[src/rtl/div_pkg.sv]
// Shared types and constants for the multi-cycle DIV/DIVU unit.
package div_pkg;

    typedef enum logic [1:0] {
        IDLE = 2'd0,
        BUSY = 2'd1,
        DONE = 2'd2
    } div_state_t;

    localparam int          DIV_ITERS          = 32;
    localparam logic [31:0] DIVZERO_Q_UNSIGNED = 32'hFFFF_FFFF;

    // Two's complement magnitude, applied only for signed operations.
    function automatic logic [31:0] mag_if(input logic [31:0] v, input logic en);
        return (en && v[31]) ? -v : v;
    endfunction

endpackage

[src/rtl/div_step.sv]
// One radix-2 restoring division iteration; the quotient bit is shifted into
// the vacated LSB of the dividend register.
module div_step #(
    parameter int WIDTH = 32
) (
    input  logic [WIDTH:0]   rem_i,
    input  logic [WIDTH-1:0] dvd_i,
    input  logic [WIDTH-1:0] dvs_i,
    output logic [WIDTH:0]   rem_o,
    output logic [WIDTH-1:0] dvd_o,
    output logic             q_bit_o
);

    logic [WIDTH+1:0] shifted;
    logic [WIDTH:0]   diff;

    always_comb begin
        shifted = {rem_i, dvd_i[WIDTH-1]};
        diff    = shifted[WIDTH:0] - {1'b0, dvs_i};
        q_bit_o = (shifted >= {2'b00, dvs_i});
        rem_o   = q_bit_o ? diff : shifted[WIDTH:0];
        dvd_o   = {dvd_i[WIDTH-2:0], q_bit_o};
    end

endmodule

[src/rtl/div_unit.sv]
// Multi-cycle 32-bit DIV/DIVU (quotient -> LO, remainder -> HI).
// Optional macro DIV_ZERO_FAST_EN: a zero divisor completes in one cycle.
module div_unit
    import div_pkg::*;
#(
    parameter int WIDTH = 32
) (
    input  logic             clk,
    input  logic             resetn,
    input  logic             start_i,
    input  logic             signed_i,
    input  logic [WIDTH-1:0] dividend_i,
    input  logic [WIDTH-1:0] divisor_i,
    input  logic             annul_i,
    output logic             busy_o,
    output logic             ready_o,
    output logic [WIDTH-1:0] quotient_o,
    output logic [WIDTH-1:0] remainder_o
);

    localparam logic [4:0] LAST_CNT = 5'(DIV_ITERS - 1);

    div_state_t       state_q, state_d;
    logic [4:0]       cnt_q, cnt_d;
    logic [WIDTH:0]   rem_q, rem_d;
    logic [WIDTH-1:0] dvd_q, dvd_d;
    logic [WIDTH-1:0] dvs_q, dvs_d;
    logic             sign_q_q, sign_q_d;
    logic             sign_r_q, sign_r_d;
    logic [WIDTH-1:0] quotient_q, quotient_d;
    logic [WIDTH-1:0] remainder_q, remainder_d;

    logic [WIDTH:0]   rem_next;
    logic [WIDTH-1:0] dvd_next;
    logic             q_bit;
    logic             accept;
    logic [WIDTH-1:0] q_final;
    logic [WIDTH-1:0] r_final;

    div_step #(.WIDTH(WIDTH)) u_step (
        .rem_i   (rem_q),
        .dvd_i   (dvd_q),
        .dvs_i   (dvs_q),
        .rem_o   (rem_next),
        .dvd_o   (dvd_next),
        .q_bit_o (q_bit)
    );

    assign accept = start_i & ~annul_i & (state_q != BUSY);

    always_comb begin
        // NOTE: every signal gets a default first so no path infers a latch.
        state_d     = state_q;
        cnt_d       = cnt_q;
        rem_d       = rem_q;
        dvd_d       = dvd_q;
        dvs_d       = dvs_q;
        sign_q_d    = sign_q_q;
        sign_r_d    = sign_r_q;
        quotient_d  = quotient_q;
        remainder_d = remainder_q;
        q_final     = {dvd_q[WIDTH-2:0], q_bit};
        r_final     = rem_next[WIDTH-1:0];

        case (state_q)
            IDLE, DONE: begin
                state_d = IDLE;
                if (accept) begin
                    dvd_d    = mag_if(dividend_i, signed_i);
                    dvs_d    = mag_if(divisor_i, signed_i);
                    sign_q_d = signed_i & (dividend_i[WIDTH-1] ^ divisor_i[WIDTH-1]);
                    sign_r_d = signed_i & dividend_i[WIDTH-1];
                    rem_d    = '0;
                    cnt_d    = '0;
                    state_d  = BUSY;
`ifdef DIV_ZERO_FAST_EN
                    // Same values the full iteration would produce for a zero divisor.
                    if (divisor_i == '0) begin
                        state_d     = DONE;
                        quotient_d  = (signed_i && dividend_i[WIDTH-1]) ?
                                      WIDTH'(1) : DIVZERO_Q_UNSIGNED;
                        remainder_d = dividend_i;
                    end
`endif
                end
            end
            BUSY: begin
                if (annul_i) begin
                    state_d = IDLE;
                end else begin
                    rem_d = rem_next;
                    dvd_d = dvd_next;
                    cnt_d = cnt_q + 5'd1;
                    if (cnt_q == LAST_CNT) begin
                        state_d     = DONE;
                        quotient_d  = sign_q_q ? -q_final : q_final;
                        remainder_d = sign_r_q ? -r_final : r_final;
                    end
                end
            end
            default: state_d = IDLE;
        endcase
    end

    // NOTE: working registers are reset too, so no X reaches the datapath.
    always_ff @(posedge clk or negedge resetn) begin
        if (!resetn) begin
            state_q     <= IDLE;
            cnt_q       <= '0;
            rem_q       <= '0;
            dvd_q       <= '0;
            dvs_q       <= '0;
            sign_q_q    <= 1'b0;
            sign_r_q    <= 1'b0;
            quotient_q  <= '0;
            remainder_q <= '0;
        end else begin
            // NOTE: non-blocking so every flop samples pre-edge values.
            state_q     <= state_d;
            cnt_q       <= cnt_d;
            rem_q       <= rem_d;
            dvd_q       <= dvd_d;
            dvs_q       <= dvs_d;
            sign_q_q    <= sign_q_d;
            sign_r_q    <= sign_r_d;
            quotient_q  <= quotient_d;
            remainder_q <= remainder_d;
        end
    end

    assign busy_o      = (state_q == BUSY) | accept;
    assign ready_o     = (state_q == DONE);
    assign quotient_o  = quotient_q;
    assign remainder_o = remainder_q;

endmodule

[config.mk]
export PLATFORM = sky130hd
export DESIGN_NAME = div_unit
export DESIGN_NICKNAME = d
export VERILOG_FILES = /design/src/rtl/div_pkg.sv /design/src/rtl/div_step.sv /design/src/rtl/div_unit.sv
export SDC_FILE = /design/constraint.sdc
export NUM_CORES = 1
export LEC_CHECK = 0
export CORE_ASPECT_RATIO = 1.5
export CORE_MARGIN = 3
export CORE_UTILIZATION = 59
export CTS_CLUSTER_DIAMETER = 40
export CTS_CLUSTER_SIZE = 40
export DETAILED_ROUTE_END_ITERATION = 12
export DONT_BUFFER_PORTS = 1
export PLACE_DENSITY_LB_ADDON = 0.1
export SLEW_MARGIN = 10
export SYNTH_ARGS = -nofsm -noshare
export SYNTH_HDL_FRONTEND = slang
export SYNTH_SLANG_ARGS = --single-unit
[constraint.sdc]
create_clock -name clk -period 5.1 [get_ports clk]
set_input_delay 0.51 -clock clk [delete_from_list [all_inputs] [get_ports clk]]
set_output_delay 0.51 -clock clk [all_outputs]
set_load 0.02 [all_outputs]
Word-level counts from Yosys, hierarchy flattened
Index checks and enable logic that the tools add are counted.
- reduce and logical (&&, ||, !) cells: 8
- multiplexer cells: 18
- magnitude comparators: 1
- eq/ne operators: 7
- add/subtract/negate cells: 6
- bitwise operators: 7
- operators by type and width (cell ; count):
    32-bit 2-to-1 mux ; 6
    32-bit negation ; 4
    33-bit 2-to-1 mux ; 3
    33-bit case mux with 2 select lines ; 1
    32-bit case mux with 2 select lines ; 1
    34-bit by 32-bit greater-or-equal comparator with 1-bit output ; 1
    33-bit by 32-bit subtractor with 33-bit output ; 1
    5-bit 2-to-1 mux ; 2
    5-bit case mux with 2 select lines ; 1
    3-bit AND reduction ; 2
    5-bit by 1-bit adder with 5-bit output (second input constant) ; 1
    5-bit equality test (second input constant) ; 1
    1-bit AND ; 4
    2-bit 2-to-1 mux ; 2
    2-bit inequality test (second input constant) ; 2
    2-bit case mux with 2 select lines ; 1
    3-bit inequality test (second input constant) ; 1
    2-bit by 1-bit equality test with 1-bit output (second input constant) ; 1
    2-bit equality test (second input constant) ; 1
    1-bit logical AND ; 2
    2-bit zero test ; 1
    2-bit by 1-bit inequality test with 1-bit output (second input constant) ; 1
    2-bit AND reduction ; 1
    2-bit nonzero test ; 1
    other kinds (5) ; 5
- register bits: 170
- word-level logic and storage cells: 56

Depth between registers and ports, before layout
- depth after elaboration: 5
- gate-level depth with buffers: 23
- gate-level depth less buffers: 19

Cells and area by module
Synthesis repeated with hierarchy kept, for this count alone.
- cell total of the unflattened synthesis: 1462
- area, all modules: 12084.1 um^2
- by module, submodules not included (module ; cells an instance ; area an instance (um^2) ; sequential area each (um^2) ; times used):
    div_unit ; 1102 ; 9515.4 ; 4254.1 ; 1
    div_step ; 360 ; 2568.7 ; 0.0 ; 1

Least setup slack after synthesis
Ideal clock, no wire load.
- path kind: reg-to-reg
- from: register dvd_q[31]
- to: register remainder_q[24], in the netlist remainder_o[24]
- path buffers: 4
- setup time: 0.133 ns
- slack: -0.169 ns
- arrival time: 5.136 ns
- stages on the path, launching flop included: 24
- data required time: 4.967 ns
- cells stage by stage: dfrtp_1 inv_1 ha_1 inv_1 fa_1 a21o_1 a21o_1 a311oi_4 or3_4 nand3_2 buf_6 inv_1 buf_1 clkbuf_1 buf_2 mux2i_1 ha_1 nand3_1 or4_1 o41ai_2 nand4_1 o41ai_1 xnor2_1 o21ai_0
- cells in the longest elaborated chain, start to end: 4
- RTL lines (item ; line ; RTL):
    start: declaration ; div_unit.sv:26 ; logic [WIDTH-1:0] dvd_q, dvd_d;
    start signal: assignment ; div_unit.sv:122 ; dvd_q <= dvd_d;
    33-bit by 32-bit subtractor with 33-bit output / 34-bit by 32-bit greater-or-equal comparator with 1-bit output (equally long branches) ; div_step.sv:19, div_step.sv:20 ;
    33-bit 2-to-1 mux * ; div_step.sv:21 ; rem_o = q_bit_o ? diff : shifted[WIDTH:0];
    32-bit negation ; div_unit.sv:97 ; remainder_d = sign_r_q ? -r_final : r_final;
    32-bit 2-to-1 mux * ; div_unit.sv:97 ;
    end signal: assignment ; div_unit.sv:127 ; remainder_q <= remainder_d;
    end: declaration ; div_unit.sv:31 ; logic [WIDTH-1:0] remainder_q, remainder_d;
Every way passes the cells marked *; elsewhere a longest branch is shown, timed or not.
A chain may end at the register's enable or synchronous reset.

Final worst setup path
Same ends and word-level chain as after synthesis.

==> flow_metrics.py <==
metrics = {
    "run_status": {
        "outcome": "finished with violations",
        "failed_checks": "hold timing",
    },
    "logic_synthesis": {
        "netlist_area_um2": 11990,
        "ys_seq_area_share_pct": 35.49,
        "synthTopCellsByCount": "nand2_1 (247), o21ai_0 (215), dfrtp_1 (170)",
        "yosys.cell_count.top_type": "nand2_1",
        "synth_compound_area_share_pct": 22.95,
        "synth_edf_count": 0,
        "synth_mux_area_share_pct": 2.401,
        "synth_top_family_by_area": "compound AO/OA/AOI/OAI gates",
        "synth_fp_nets": 1610,
        "synth.area.top_cells": "dfrtp_1 (35%), o21ai_0 (9.0%), nand2_1 (7.7%), xor2_1 (5.3%), xnor2_1 (4.3%)",
        "synth-simple-area-share_pct": 21.04,
        "syn_inst": 1502,
        "synthDistinctLibCells": 74,
        "synth_top_area_share_pct": 35.49,
        "synth_seq_cells": 170,
        "synth-async-reset-ratio_pct": 100.0,
        "synth_area_per_cell_um2": 7.980,
        "synthAdderAreaFrac_pct": 4.134,
        "synth_warnings": 0,
        "synth_area_leader_cell": "dfrtp_1",
        "synth_top_flop_cell": "dfrtp_1",
        "synth-xor-area-share_pct": 9.646,
    },
    "clocking": {
        "clock_path_buffers": 2,
        "cts_buffers": 17,
        "cts_tree": "done",
        "cts.sinks": 170,
        "htree_levels": 4,
        "clkTransAtPathRegs_ns": 0.07,
        "clock_latency_ns": 0.45,
        "cts_root_buf": "clkbuf_16",
    },
    "route": {
        "dr.first_iter.drc_count": 850,
        "dr.pass1.iters": 5,
        "final_antenna_net_count": 0,
        "drc_errors": 0,
        "detail_route.vias_per_cell": 6.220,
        "vias": 10848,
        "wl_per_cell_um": 21.35,
        "wirelength_mm": 37.23,
    },
    "global_routing": {
        "grt_pass1_vias": 10684,
        "grt_pass1_wl_mm": 57.55,
        "grt_max_degree": 171,
        "antenna_found_initial": 0,
        "track_usage_pct": 33.90,
        "grt.overflow.total": 0,
    },
    "final_layout": {
        "stdcell_count": 1744,
        "area_growth_pct": 7.234,
        "fill_cells": 1792,
        "n_antenna_cell": 0,
        "design_area_um2": 12850,
        "nets": 1579,
        "multi_input_area_um2": 7239,
        "drive_gt1_share_pct": 5.930,
        "seqCellArea_um2": 4254,
    },
    "power_and_ir_drop": {
        "power.share.switching_pct": 49.19,
        "power.share.clock_pct": 17.5,
        "p_seq_share_pct": 24.4,
        "finalPower_mw": 7.831,
        "power.leakage_nw": 5.548,
        "pwr_density_cell_nw_per_um2": 609.3,
        "combPwrFrac_pct": 58.1,
        "irDropWorstVdd_v": 0.0004376,
        "intPower_mw": 3.979,
        "switchingPower_mw": 3.852,
    },
    "timing": {
        "min_period_ns": 4.757,
        "rsz0062_at_grt": "false",
        "slew_headroom_pct": 30.90,
        "worst_slew_pin_slew_ns": 1.037,
        "hold_slack_ns": -0.01739,
        "hold_viol_final": 9,
        "fin_crit_sh_pct": 93.28,
        "fin_setup_tns_ns": 0,
        "drv_slew": 0,
        "skew_ns": 0.01051,
        "setup_viol": 0,
        "max_freq_ghz": 0.2102,
    },
    "critical_path": {
        "crit_slowest_cell": "or4_1",
        "path_delay_family": "compound AO/OA/AOI/OAI gates",
        "start_kind": "flip-flop",
        "crit_chain": "inv_1, ha_1, inv_1, fa_1, a21o_1, a21o_1, a311oi_4, or3_4, nand3_2, buf_4, o21ai_0, ha_1, nand3_1, or4_1, o41ai_2, nand4_1, o41ai_1, xnor2_1, o21ai_0",
        "crit_buf_inv": 3,
        "required_ns": 5.40,
        "worstPathArrival_ns": 5.05,
        "crit_fanout": 17,
        "cp_slowest_stage_delay_ns": 0.47,
        "cp-end-kind": "flip-flop",
        "worstSetupPathType": "flip-flop to flip-flop",
    },
    "floorplan": {
        "chipWidth_um": 122.4,
        "start_util_pct": 60.34,
        "row_count": 63,
        "die_area_um2": 22100,
        "io_pins": 135,
        "die_h_um": 180.6,
        "core_um2": 19860,
    },
    "job": {
        "drv_cap": 0,
    },
    "placed_design": {
        "dp_hpwl_mm": 28.49,
        "io_buffers": 0,
        "place_inst": 1711,
        "placed_area_um2": 12210,
        "gp_congestion": 0.9914,
    },
    "hold_path": {
        "min_path_type": "input port to asynchronous set/reset pin",
    },
}
==> sequential cells by signal (all words and copies together) (netlist names) <==
| name | cells |
|---|---|
| cnt_q | 5 |
| dvd_q | 32 |
| dvs_q | 32 |
| quotient_o | 32 |
| rem_q | 33 |
| remainder_o | 32 |
| sign_q_q | 1 |
| sign_r_q | 1 |
| state_q | 2 |
==> power by group through the flow <==
stage	Combinational [mW]	Clock (mW)	Sequential, mW
2_1_floorplan	3.19	0	1.77
3_3_place_gp	4.41	0	1.92
3_5_place_dp	4.42	0	1.93
4_1_cts	4.48	1.38	1.90
5_1_grt	4.93	1.44	1.92
6_report	4.55	1.37	1.91
==> timing repair <==
| item | 4_1_cts | 5_1_grt |
|---|---|---|
| hold endpoints to repair | 170 | 0 |
| buffers inserted | 0 | 0 |
| endpoints found under the setup margin | 0 | 1 |
| hold buffers | 1 | 0 |
| gates resized for setup | 0 | 1 |
==> worst reg2reg max path, stage by stage, from the launching register on <==
cell and delay (ns):
dfrtp_1 0.40, inv_1 0.09, ha_1 0.16, inv_1 0.05
fa_1 0.40, a21o_1 0.22, a21o_1 0.24, a311oi_4 0.32
or3_4 0.21, nand3_2 0.11, buf_4 0.24, o21ai_0 0.28
ha_1 0.29, nand3_1 0.08, or4_1 0.47, o41ai_2 0.14
nand4_1 0.22, o41ai_1 0.45, xnor2_1 0.16, o21ai_0 0.08
==> layer usage <==
metal,routed length (um),GRT usage (%),share of wire [%]
met4,2630,22.06,7.1
met1,13310,35.61,36
met3,1600,6.156,4.3
met2,19690,60.55,53
met5,0,0,0
==> metrics by stage <==
step	hold WS [ns]	util, %	setup slack (ns)
2_1_floorplan	0.2144	-	0.04327
3_3_place_gp	0.2180	61.47	0.5124
3_5_place_dp	0.2193	61.47	0.3888
4_1_cts	0.1477	64.67	0.3538
5_1_grt	0.1633	64.70	0.01292
6_report	-0.01739	64.70	0.3428
==> kinds of logic after synthesis <==
logic type,after synthesis
mux,28
simple gates,543
buf+inv,131
fa+ha+maj,39
xor+xnor,132
flops,170
compound gates,459
==> final cells by class <==
| cell class | instances | share of cell area (%) |
|---|---|---|
| multi-input cells | 1201 | 56.33 |
| repair buffers | 27 | 1.733 |
| inverters | 54 | 1.577 |
| clock inverters | 13 | 1.207 |
| flip-flops and latches | 170 | 33.10 |
| well taps | 260 | 2.531 |
| clock buffers | 19 | 3.524 |
==> final timing paths <==
path | start | slack [ns] | to | cells past startpoint
max reg2reg | dvd_q[31]$_DFFE_PN0P_ | 0.34 | remainder_o[24]$_DFFE_PN0P_ | 19
min in group clk | signed_i | 0.20 | sign_q_q$_DFFE_PN0P_ | 2
max in group asynchronous | resetn | 4.22 | remainder_o[31]$_DFFE_PN0P_ | 1
min reg2reg | dvs_q[26]$_DFFE_PN0P_ | 0.48 | dvs_q[26]$_DFFE_PN0P_ | 2
min | resetn | -0.02 | remainder_o[16]$_DFFE_PN0P_ | 1
max | dvd_q[31]$_DFFE_PN0P_ | 0.34 | remainder_o[24]$_DFFE_PN0P_ | 19
==> cell usage in the layout, fill, tap and decap left out, drive strengths merged, types with 27 or more instances in the layout <==
cell type  instances
nand2            247
o21ai            217
dfrtp            170
nor2             103
a21oi            103
xor2              73
inv               61
xnor2             59
ha                38
nor3              32
o31ai             27
buf               27
No activity file was read; power rests on OpenSTA's default activity.
